==> src/rtl/alu_mul_sequencer.sv <==
// Shift-and-add unsigned multiplier that borrows the shared execute-stage ALU.
// Each RUN cycle adds the (conditionally) shifted multiplicand into the accumulator.
module alu_mul_sequencer #(
  parameter int unsigned n = 64
) (
  input  logic         CLK,
  input  logic         Reset,
  input  logic         Start,
  input  logic [n-1:0] OpA,
  input  logic [n-1:0] OpB,
  output logic         Busy,
  output logic         Done,
  output logic [n-1:0] Product,
  output logic         ALUSel,
  output logic [3:0]   ALUCtrl,
  output logic [n-1:0] ALUBusA,
  output logic [n-1:0] ALUBusB,
  input  logic [n-1:0] ALUBusW
);

  localparam logic [1:0] IDLE = 2'd0;
  localparam logic [1:0] RUN  = 2'd1;
  localparam logic [1:0] DONE = 2'd2;

  localparam logic [3:0] ALU_ADD = 4'b0010;

  logic [1:0]   state, stateNext;
  logic [n-1:0] acc, accNext;
  logic [n-1:0] mcand, mcandNext;
  logic [n-1:0] mplier, mplierNext;
  logic [n-1:0] productNext;
  logic         runNext;
  logic         busyNext, doneNext, aluSelNext;
  logic [3:0]   aluCtrlNext;
  logic [n-1:0] busANext, busBNext;

  // Next-state, datapath and registered-output decode.
  always_comb begin
    stateNext   = state;
    accNext     = acc;
    mcandNext   = mcand;
    mplierNext  = mplier;
    productNext = Product;

    case (state)
      IDLE: begin
        if (Start) begin
          accNext     = '0;
          mcandNext   = OpA;
          mplierNext  = OpB;
          productNext = '0;
          stateNext   = RUN;
        end
      end
      RUN: begin
        if (mplier != '0) begin
          accNext    = ALUBusW;
          mcandNext  = mcand << 1;
          mplierNext = mplier >> 1;
        end else begin
          productNext = acc;
          stateNext   = DONE;
        end
      end
      DONE: stateNext = IDLE;
      default: stateNext = IDLE;
    endcase

    // ALU drive is precomputed for the cycle being entered, so it lines up with acc.
    runNext     = (stateNext == RUN);
    busyNext    = (stateNext == RUN) || (stateNext == DONE);
    doneNext    = (stateNext == DONE);
    aluSelNext  = runNext;
    aluCtrlNext = runNext ? ALU_ADD : 4'b0000;
    busANext    = runNext ? accNext : '0;
    busBNext    = (runNext && mplierNext[0]) ? mcandNext : '0;
  end

  // State, datapath and output registers.
  always_ff @(posedge CLK or posedge Reset) begin
    if (Reset) begin
      state   <= IDLE;
      acc     <= '0;
      mcand   <= '0;
      mplier  <= '0;
      Product <= '0;
      Busy    <= 1'b0;
      Done    <= 1'b0;
      ALUSel  <= 1'b0;
      ALUCtrl <= 4'b0000;
      ALUBusA <= '0;
      ALUBusB <= '0;
    end else begin
      state   <= stateNext;
      acc     <= accNext;
      mcand   <= mcandNext;
      mplier  <= mplierNext;
      Product <= productNext;
      Busy    <= busyNext;
      Done    <= doneNext;
      ALUSel  <= aluSelNext;
      ALUCtrl <= aluCtrlNext;
      ALUBusA <= busANext;
      ALUBusB <= busBNext;
    end
  end

endmodule

==> config.mk <==
export PLATFORM = sky130hd
export DESIGN_NAME = alu_mul_sequencer
export DESIGN_NICKNAME = d
export VERILOG_FILES = /design/src/rtl/alu_mul_sequencer.sv
export SDC_FILE = /design/constraint.sdc
export NUM_CORES = 1
export LEC_CHECK = 0
export BUFFER_PORTS_ARGS = -buffer_cell sky130_fd_sc_hd__buf_2
export CORE_AREA = 2 2 183 185
export DETAILED_ROUTE_END_ITERATION = 6
export DIE_AREA = 0 0 185 187
export GPL_ROUTABILITY_DRIVEN = 0
export PLACE_DENSITY = 0.77
export SKIP_LAST_GASP = 1
export SLEW_MARGIN = 20
export SYNTH_ARGS = -nofsm -noshare
export SYNTH_HDL_FRONTEND = slang
export SYNTH_SLANG_ARGS = --single-unit
==> constraint.sdc <==
create_clock -name CLK -period 31.4 [get_ports CLK]
set_clock_uncertainty 0.15 [all_clocks]
set_input_delay 6.28 -clock CLK [delete_from_list [all_inputs] [get_ports CLK]]
set_output_delay 6.28 -clock CLK [all_outputs]
set_load 0.03 [all_outputs]
==> results.sh <==
export IMPL_status="complete, no violations"
export IMPL_dr_pass1_iters=6
export IMPL_via_per_inst=6.06
export IMPL_start_util_pct=50.9
export IMPL_grt_max_degree=179
export IMPL_post_cts_resized=0
export IMPL_worst_slack_ns=21.36
export IMPL_clock_latency_ns=0.52
export IMPL_required_ns=31.66
export IMPL_hold_class="register to register"
export IMPL_netlist_area_um2=16700
export IMPL_grt_pass1_wl_mm=76.3
export IMPL_ir_worst_vdd_v=0.0000608
export IMPL_cts_root_buffer="clkbuf_16"
export IMPL_drtIter0Drc=1181
export IMPL_htree_levels=2
export IMPL_cts_made_buffers=40
export IMPL_placementRows=67
export IMPL_utilization_pct=61.7
export IMPL_antenna_found_initial=16
export IMPL_yosysSeqAreaShare_pct=58.1
export IMPL_postSynthAreaPerCell_um2=10.8
export IMPL_synthAdderAreaFrac_pct=0.224
export IMPL_min_period_ns=10.04
export IMPL_synth_top_family_by_area="compound AO/OA/AOI/OAI gates"
export IMPL_port_buffers=390
export IMPL_drive_gt1_share_pct=26.0
export IMPL_dp_cells=2249
export IMPL_end_kind="register"
export IMPL_overflow=0
export IMPL_via_count=14100
export IMPL_boundaryPins=394
export IMPL_core_area_um2=32900
export IMPL_synth_compound_area_share_pct=20.9
export IMPL_crit_fanout=68
export IMPL_synth_yosys_warnings=0
export IMPL_dp_hpwl_mm=29.2
export IMPL_nets=2042
export IMPL_final_cells=2329
export IMPL_wire_per_inst_um=21.0
export IMPL_setup_violations=0
export IMPL_p_leak_nw=9.61
export IMPL_ys_ff_latch=389
export IMPL_worst_pin_slew_ns=1.10
export IMPL_dp_slack_ns=20.86
export IMPL_yosys_area_share_simple_pct=10.9
export IMPL_syn_inst=1549
export IMPL_drt_wl_total_mm=49.0
export IMPL_cts_max_path_buffers=3
export IMPL_max_slew_margin_pct=26.9
export IMPL_holdWs_ns=0.355
export IMPL_synth_cell_types=38
export IMPL_fmax_mhz=99.6
export IMPL_ant_nets=0
export IMPL_cts_tree="built"
export IMPL_clock_sinks=389
export IMPL_synth_xor_area_share_pct=0
export IMPL_fin_setup_tns_ns=0
export IMPL_clkTransAtPathRegs_ns=0.06
export IMPL_critical_path_class="primary input to register"
export IMPL_die_y_um=187
export IMPL_post_route_drc_count=0
export IMPL_p_per_area_nw_per_um2=84.1
export IMPL_grt_usage_pct=27.7
export IMPL_startpoint_type="primary input"
export IMPL_ctsHoldBuffers=0
export IMPL_period_share_pct=32.0
export IMPL_critPathArrivalTime_ns=10.30
export IMPL_design_die_area_um2=34600
export IMPL_final_hold_violation_count=0
export IMPL_maxCapViolations=0
export IMPL_post_cts_buffers=0
export IMPL_slew_violations=0
export IMPL_dieWidth_um=185
export IMPL_grt_pass1_vias=13600
export IMPL_synthMuxAreaShare_pct=3.95
export IMPL_rsz0062_at_grt="false"
export IMPL_area_growth_pct=21.2
Yosys cell counts, drive strengths merged:
cell type    n  share of area, %
nand2b      34               1.3
o21ai       95               2.9
and3        62               2.3
buf         60               1.8
inv         85               1.9
nor2b        1             0.037
nand3b      33               1.5
a22o         2              0.10
o211ai     115               5.2
nand2      112               2.5
o22ai       30               1.1
clkbuf      99               2.2
a22oi        1             0.045
dfrtp      389                58
nor3b        1             0.045
nor4        17              0.64
a221oi      33               1.7
or3b         1             0.052
a21boi      33               1.5
a21o         1             0.045
nand3       78               2.3
a32oi       30               1.6
a21oi       98               3.0
or4          1             0.045
o21a         1             0.045
o2111ai      1             0.052
ha           3              0.22
nand4        4              0.15
mux2i       66               3.9
a221o       62               3.7
conb         1             0.022
logic make-up after synthesis:
kind of cell	Yosys count
muxes	66
DFF	389
buffers and inverters	244
and+or+nand+nor	344
AOI/OAI and AO/OA	502
other	1
adders and majority gates	3
per-layer routing:
metal  global-route usage, %  share of wire, %  vias to the layer above
met5                       0              0.18                        -
met4                    8.67               2.9                       14
met3                    6.23               8.9                       96
met2                    43.6                47                      732
met1                    38.6                41                     6965
li1                        -                 -                     6308
critical path: stages:
cell     delay (ns)
buf_2          0.08
buf_4          0.49
nor3b_2        0.45
a21oi_4        0.04
buf_4          0.35
inv_2          0.89
ha_1           0.40
o21a_1         0.68
buf_4          0.35
nand2_1        0.08
o22ai_1        0.14
sequential cells by signal, indices dropped and copies added (netlist names), 2 cells and up:
name	count
Product	64
state	2
ALUBusB	64
ALUBusA	64
mplier	64
mcand	64
acc	64
area by class of cell:
cell class,instances,area [µm²]
fillers,2676,12600
flip-flops and latches,389,9740
multi-input cells,918,6070
repair buffers,410,2160
clock buffers,62,1230
well taps,448,561
inverters,85,327
clock inverters,8,168
diodes,9,22.5
path summary, 6_finish.rpt:
kind | startpoint | depth (start not counted) | end | slack (ns)
min reg2reg | acc[34] | 2 | Product[34] | 0.36
max | Start | 11 | ALUBusB[52] | 21.36
max reg2reg | mplier[11] | 11 | ALUBusB[52] | 26.25
min | acc[34] | 2 | Product[34] | 0.36
min in group asynchronous | Reset | 2 | Product[41] | 5.77
max in group asynchronous | Reset | 3 | ALUBusB[32] | 23.65
per-stage QoR:
| stage | total power, mW | area, µm² |
|---|---|---|
| after floorplan | 1.04 | 16700 |
| after global placement | 1.19 | 18800 |
| after detailed placement | 1.20 | 18800 |
| after CTS | 1.71 | 20200 |
| after global routing | 1.79 | 20300 |
| final | 1.71 | 20300 |
power breakdown:
group | internal, mW | switching [mW]
Sequential | 0.636 | 0.0968
Combinational | 0.169 | 0.303
Clock | 0.311 | 0.192
Total | 1.12 | 0.591
placed cells by master (no fill, tap or decap), types with 2 or more instances in the layout:
cell type / count
buf_2: 390
dfrtp_1: 388
o211ai_1: 115
nand2_1: 111
a21oi_1: 97
inv_1: 82
o21ai_1: 80
nand3_1: 78
mux2i_1: 66
and3_1: 62
a221o_1: 62
clkbuf_16: 41
nand3b_1: 33
nand2b_1: 33
a221oi_1: 33
a21boi_0: 33
a32oi_1: 30
o22ai_1: 30
nor4_1: 16
buf_4: 15
o21ai_0: 14
clkbuf_8: 13
diode_2: 9
clkbuf_1: 8
bufinv_16: 5
nand4_1: 4
ha_1: 3
conb_1: 3
buf_12: 3
inv_2: 2
a22o_1: 2
clkinv_2: 2
Note: power is estimated with default switching activity, not from simulation.
